--- config.mk ---
export PLATFORM = sky130hd
export DESIGN_NAME = reg_bank_uart_tx
export DESIGN_NICKNAME = d
export VERILOG_FILES = /design/src/rtl/gps_gen_pkg.sv /design/src/rtl/uart_tx_byte.sv /design/src/rtl/reg_bank_uart_tx.sv
export SDC_FILE = /design/constraint.sdc
export NUM_CORES = 1
export LEC_CHECK = 0
export CORE_MARGIN = 2
export CORE_UTILIZATION = 51
export DETAILED_ROUTE_END_ITERATION = 7
export HOLD_SLACK_MARGIN = 0.05
export PLACE_DENSITY = 0.75
export SETUP_SLACK_MARGIN = 0.1
export SLEW_MARGIN = 20
export SYNTH_ARGS = -nofsm -noshare
export SYNTH_HDL_FRONTEND = slang
export SYNTH_HIERARCHICAL = 1
export SYNTH_SLANG_ARGS = --single-unit
--- constraint.sdc ---
create_clock -name clk_in -period 2.35 [get_ports clk_in]
set_input_delay 0.47 -clock clk_in [delete_from_list [all_inputs] [get_ports clk_in]]
set_output_delay 0.47 -clock clk_in [all_outputs]
set_load 0.005 [all_outputs]
--- src/rtl/gps_gen_pkg.sv ---
// rtl/gps_gen_pkg.sv - shared GPS generator register-bank constants, config struct and B1 packing
package gps_gen_pkg;

    localparam logic [7:0] RB_HDR         = 8'hA5;
    localparam int         RB_FRAME_BYTES = 7;

    typedef struct packed {
        logic        enable;
        logic        noise_off;
        logic        signal_off;
        logic [4:0]  n_sat;
        logic [15:0] ca_phase;
        logic [7:0]  doppler;
        logic [7:0]  snr;
    } rb_cfg_t;

    // Same bit order reg_bank_reduced uses when it unpacks this byte from rx_in.
    function automatic logic [7:0] rb_pack_b1(input logic       enable,
                                              input logic       noise_off,
                                              input logic       signal_off,
                                              input logic [4:0] n_sat);
        return {enable, noise_off, signal_off, n_sat};
    endfunction

endpackage

--- src/rtl/uart_tx_byte.sv ---
// rtl/uart_tx_byte.sv - 8N1 LSB-first byte serializer with valid/ready byte input
module uart_tx_byte #(
    parameter int CLKS_PER_BIT = 142
) (
    input  logic       clk_in,
    input  logic       rst_in_n,
    input  logic [7:0] s_tdata,
    input  logic       s_tvalid,
    output logic       s_tready,
    output logic       tx_out
);

    localparam int             CW       = (CLKS_PER_BIT > 1) ? $clog2(CLKS_PER_BIT) : 1;
    localparam logic [CW-1:0]  BIT_LAST = CW'(CLKS_PER_BIT - 1);

    localparam logic [1:0] ST_IDLE  = 2'd0;
    localparam logic [1:0] ST_START = 2'd1;
    localparam logic [1:0] ST_DATA  = 2'd2;
    localparam logic [1:0] ST_STOP  = 2'd3;

    logic [1:0]    state;
    logic [CW-1:0] bit_cnt;
    logic [2:0]    bit_idx;
    logic [7:0]    shreg;
    logic          tx_q;
    logic          bit_end;
    logic          accept;

    assign bit_end  = (bit_cnt == BIT_LAST);
    // Ready in the last cycle of the stop bit lets the next byte's start bit
    // follow with no idle gap.
    assign s_tready = (state == ST_IDLE) || ((state == ST_STOP) && bit_end);
    assign accept   = s_tvalid && s_tready;
    assign tx_out   = tx_q;

    always_ff @(posedge clk_in or negedge rst_in_n) begin
        if (!rst_in_n) begin
            state   <= ST_IDLE;
            bit_cnt <= '0;
            bit_idx <= '0;
            shreg   <= '0;
            tx_q    <= 1'b1;
        end else if (accept) begin
            state   <= ST_START;
            bit_cnt <= '0;
            bit_idx <= '0;
            shreg   <= s_tdata;
            tx_q    <= 1'b0;
        end else begin
            case (state)
                ST_IDLE: begin
                    tx_q    <= 1'b1;
                    bit_cnt <= '0;
                end
                ST_START: begin
                    if (bit_end) begin
                        bit_cnt <= '0;
                        state   <= ST_DATA;
                        tx_q    <= shreg[0];
                    end else begin
                        bit_cnt <= bit_cnt + 1'b1;
                    end
                end
                ST_DATA: begin
                    if (bit_end) begin
                        bit_cnt <= '0;
                        if (bit_idx == 3'd7) begin
                            state <= ST_STOP;
                            tx_q  <= 1'b1;
                        end else begin
                            bit_idx <= bit_idx + 3'd1;
                            shreg   <= {1'b0, shreg[7:1]};
                            tx_q    <= shreg[1];
                        end
                    end else begin
                        bit_cnt <= bit_cnt + 1'b1;
                    end
                end
                ST_STOP: begin
                    if (bit_end) begin
                        bit_cnt <= '0;
                        state   <= ST_IDLE;
                    end else begin
                        bit_cnt <= bit_cnt + 1'b1;
                    end
                end
                default: begin
                    state <= ST_IDLE;
                    tx_q  <= 1'b1;
                end
            endcase
        end
    end

endmodule

--- src/rtl/reg_bank_uart_tx.sv ---
// rtl/reg_bank_uart_tx.sv - snapshots GPS generator config on trigger and sends a 7-byte UART readback frame
module reg_bank_uart_tx
    import gps_gen_pkg::*;
#(
    parameter int CLKS_PER_BIT = 142
) (
    input  logic        clk_in,
    input  logic        rst_in_n,
    input  logic        trigger_in,
    input  logic        enable_in,
    input  logic [4:0]  n_sat_in,
    input  logic        noise_off_in,
    input  logic        signal_off_in,
    input  logic [15:0] ca_phase_in,
    input  logic [7:0]  doppler_in,
    input  logic [7:0]  snr_in,
    output logic        tx_out,
    output logic        busy_out,
    output logic        done_out
);

    localparam logic [0:0] ST_IDLE  = 1'b0;
    localparam logic [0:0] ST_SEND  = 1'b1;
    localparam logic [2:0] LAST_IDX = 3'(RB_FRAME_BYTES - 1);

    logic [0:0] state;
    rb_cfg_t    cfg_in;
    rb_cfg_t    snap;
    logic [2:0] byte_idx;
    logic       all_sent;
    logic [7:0] csum;
    logic       busy_q;
    logic       done_q;

    logic       s_tvalid;
    logic       s_tready;
    logic [7:0] s_tdata;
    logic [7:0] cur_byte;
    logic       frame_end;
    logic       restart;
    logic       accept;

    assign cfg_in = {enable_in, noise_off_in, signal_off_in, n_sat_in,
                     ca_phase_in, doppler_in, snr_in};

    always_comb begin
        cur_byte = csum;
        case (byte_idx)
            3'd0:    cur_byte = RB_HDR;
            3'd1:    cur_byte = rb_pack_b1(snap.enable, snap.noise_off, snap.signal_off, snap.n_sat);
            3'd2:    cur_byte = snap.ca_phase[15:8];
            3'd3:    cur_byte = snap.ca_phase[7:0];
            3'd4:    cur_byte = snap.doppler;
            3'd5:    cur_byte = snap.snr;
            default: cur_byte = csum;
        endcase
    end

    // frame_end is the cycle whose closing edge ends B6's stop bit. A trigger
    // seen then starts the next frame on that same edge; the header is a
    // constant, so it can be handed over before the new snapshot is visible.
    assign frame_end = (state == ST_SEND) && all_sent && s_tready;
    assign restart   = frame_end && trigger_in;
    assign s_tvalid  = ((state == ST_SEND) && !all_sent) || restart;
    assign s_tdata   = restart ? RB_HDR : cur_byte;
    assign accept    = s_tvalid && s_tready;

    always_ff @(posedge clk_in or negedge rst_in_n) begin
        if (!rst_in_n) begin
            state    <= ST_IDLE;
            snap     <= '0;
            byte_idx <= '0;
            all_sent <= 1'b0;
            csum     <= '0;
            busy_q   <= 1'b0;
            done_q   <= 1'b0;
        end else begin
            done_q <= frame_end;
            if (state == ST_IDLE) begin
                if (trigger_in) begin
                    snap     <= cfg_in;
                    byte_idx <= '0;
                    all_sent <= 1'b0;
                    state    <= ST_SEND;
                end
            end else if (frame_end) begin
                if (trigger_in) begin
                    snap     <= cfg_in;
                    byte_idx <= 3'd1;
                    all_sent <= 1'b0;
                    csum     <= '0;
                end else begin
                    state    <= ST_IDLE;
                    busy_q   <= 1'b0;
                    byte_idx <= '0;
                end
            end else if (accept) begin
                busy_q <= 1'b1;
                // Header is excluded from the checksum; B6 itself is the result.
                if (byte_idx == 3'd0) begin
                    csum <= '0;
                end else if (byte_idx != LAST_IDX) begin
                    csum <= csum ^ s_tdata;
                end
                if (byte_idx == LAST_IDX) begin
                    all_sent <= 1'b1;
                end else begin
                    byte_idx <= byte_idx + 3'd1;
                end
            end
        end
    end

    uart_tx_byte #(
        .CLKS_PER_BIT (CLKS_PER_BIT)
    ) u_ser (
        .clk_in   (clk_in),
        .rst_in_n (rst_in_n),
        .s_tdata  (s_tdata),
        .s_tvalid (s_tvalid),
        .s_tready (s_tready),
        .tx_out   (tx_out)
    );

    assign busy_out = busy_q;
    assign done_out = done_q;

endmodule
==> metrics <==
final hold vios 0; clock tree sinks between 70 and 80; Most common cell on crit path ha_1; Post-Syn Area approximately 4000 um^2; Max Clock Freq around 450 MHz; Distinct cells, synth 55; Avg Cell Area, Syn ~12 um^2; post-route ant nets 0; placed wire-length estimate a little under 6000 um; min cycle time layout roughly 2.2 ns; RePlAce Congestion between 0.9 and 1; FF+latch area roughly 1900 um^2; clock buffer depth 2; final setup fails 0; largest net degree at the start of global routing 42; Net Switching 566 uW; Ys Warns 6; DRT Pass-1 Iters 7; Remaining DRCs 0; DRT iter0 DRCs between 150 and 200; IO buf count 45; fill cell count 598; crit share post-route 0.942; Comb pwr share 0.041; global-route wire length before repair ~14,000 um; CP arrival between 2 and 2.5 ns; TritonCTS clock tree built; Worst setup EP type register; clock skew 0.00834 ns; Reg2Reg Depth 6; Util after Layout 0.641; vias between 2,000 and 3,000; row cnt 32; chip width about 93 um; fin nets roughly 460; CP max stage cell or4_4; grt ovf 0; Max Fanout on Critical Path 6; sequential share of power 0.539; I/O pin cnt 46; Post-synth EDFFs 0; leakage ~0.0023 uW; routed wire length roughly 8200 um; area grow syn2layout 22.9%; Max Transition Viols Final 0; max cap viols 0; Cell Chain, Critical Path ha_1 -> ha_1 -> or4_4 -> o21ai_0 -> nor2_1 -> mux2_1; detailed-route wire length per cell between 15 and 20 um; Non-Filler Instances 513; crit start category register; die footprint around 8600 um^2; Die Height 92.6 um; initial antenna violation count 0; Multi-input gate area between 1500 and 2000 um^2; synthesized flop and latch total 77; Via density around 5.6; core area 7690 um^2; Top FF cell, synth dfrtp_1; clock insertion delay at the later pin of the skew report around 0.35 ns; crit-path max cell delay ~0.60 ns; Post-Synthesis Cells ~340; sequential-to-total area share from yosys stat 0.481; total track usage 0.206; Setup TNS Final 0 ns; internal power ~1900 uW; outcome finished, final reports clean; HP Class in -> async; Root Buffer clkbuf_8; initial cell density of the core 0.521; Fin Hold WS 0.101 ns; switching share of power 0.230; worst-margin pin slew 0.533 ns; commonest non-fill, non-tap cell in the layout dfrtp_1; Tot Pwr between 2000 and 2500 uW; Clock power frac 0.420; Slew Limit Headroom 0.645; cts hold-fix bufs 0; maximum vdd drop between 0.0003 and 0.0004 V; Worst EP required ~2.6 ns; Async S/R FF share, synth 1.00; H-tree levels 3; placed cell count 490; RSZ-0062 raised after global routing true; CTS clk-pin slew, worst paths roughly 0.09 ns; vias in the first global route 2,893; Syn Nets slightly below 400; commonest cells after routing, fill and taps aside 76 x dfrtp_1, 45 x mux2_2, 44 x clkdlybuf4s50_1; PD cells around 500 nW/um^2; critical path class reg -> reg; cts bufs inserted 9; antenna cells 0; ratio of cells with drive above 1 in the final layout 0.277
-- cells by family after synthesis --
logic type	after synthesis	synth area share
compound gates	69	0.127
xor+xnor	7	0.0153
flops	77	0.481
fa+ha+maj	14	0.0437
simple gates	82	0.118
buf+inv	33	0.0500
mux	59	0.165
-- layer usage --
| metal | vias to the layer above | wire [um] | global-route usage |
|---|---|---|---|
| met5 | - | 0 | 0 |
| met4 | 0 | 45 | 0.0980 |
| met3 | 7 | 362 | 0.0374 |
| met2 | 70 | 3910 | 0.319 |
| met1 | 1395 | 3850 | 0.283 |
| li1 | 1380 | - | - |
-- cells in the mapped netlist (3+ instances only) --
master     n  area [um^2]
a32o_1     5         50.1
a21oi_1    8         40.0
o21bai_1   4         30.0
nor2b_1    3         18.8
nand2_1   11         41.3
xor2_1     5         43.8
dfrtp_1   76         1900
nor3_1    12         60.1
a221oi_1   4         35.0
inv_1     14         52.6
o21ai_0   14         70.1
clkbuf_1   9         33.8
a22oi_1    8         60.1
o22ai_1    3         18.8
nand3_1    5         25.0
ha_1      14          175
and4_1     3         26.3
nand4_1    5         31.3
clkbuf_8   3         41.3
a22o_1     6         52.6
buf_6      6         67.6
nor2_1    20         75.1
mux2_1    12          135
mux2_2    45          507
nand2b_1   6         37.5
o211ai_2   3         37.5
-- layout make-up --
type,count,share of cell area
clock buffers,9,0.0252
clock inverters,7,0.0165
inverters,14,0.0107
multi-input cells,231,0.392
flip-flops and latches,77,0.392
well taps,102,0.0259
repair buffers,73,0.139
-- power groups by stage --
| stage | combinational [uW] | clock [uW] | sequential [uW] |
|---|---|---|---|
| after CTS | 104 | 1050 | 1320 |
| final | 101 | 1030 | 1320 |
| after global placement | 103 | 0 | 1350 |
| after floorplan | 2.89 | 0 | 1350 |
| after detailed placement | 104 | 0 | 1350 |
| after global routing | 113 | 1120 | 1320 |
-- path summary, 6_finish.rpt --
kind                                         start                         end  slack (ns)
min in group clk_in           snap[39]$_DFFE_PN0P_        snap[39]$_DFFE_PN0P_        0.50
hold reg to reg               snap[39]$_DFFE_PN0P_        snap[39]$_DFFE_PN0P_        0.50
max in group asynchronous                 rst_in_n        snap[31]$_DFFE_PN0P_        1.67
hold / removal                            rst_in_n  u_ser/bit_cnt[2]$_DFF_PN0_        0.10
setup / recovery           byte_idx[0]$_DFFE_PN0P_  u_ser/shreg[6]$_DFFE_PN0P_        0.14
setup reg to reg           byte_idx[0]$_DFFE_PN0P_  u_ser/shreg[6]$_DFFE_PN0P_        0.14
-- metrics by stage --
stage / worst slack (ns) / area [um^2]
4_1_cts: 0.0971 / 4830
2_1_floorplan: 0.0952 / 4010
3_5_place_dp: 0.105 / 4620
6_report: 0.135 / 4920
3_3_place_gp: 0.114 / 4620
5_1_grt: 0.0506 / 4920
-- worst max-delay path: cells and delay by family (launching register included) --
family | cells | cell delay, ns
muxes | 1 | 0.29
AOI/OAI and AO/OA | 1 | 0.22
adders and majority gates | 2 | 0.49
and+or+nand+nor | 2 | 0.66
DFF | 1 | 0.43
-- sequential cells by signal (all words and copies together), names as in the netlist --
signal         flops
all_sent           1
busy_out           1
byte_idx           3
csum               8
done_out           1
snap              40
state              1
u_ser/bit_cnt      8
u_ser/bit_idx      3
u_ser/shreg        8
u_ser/state        2
u_ser/tx_out       1
-- timing repair --
action / in CTS / in global routing
setup buffers: 0 / 7
pin swaps: 0 / 1
endpoints found under the setup margin: 1 / 54
resized for setup: 1 / 11
Power figures use the tool's default switching activity.
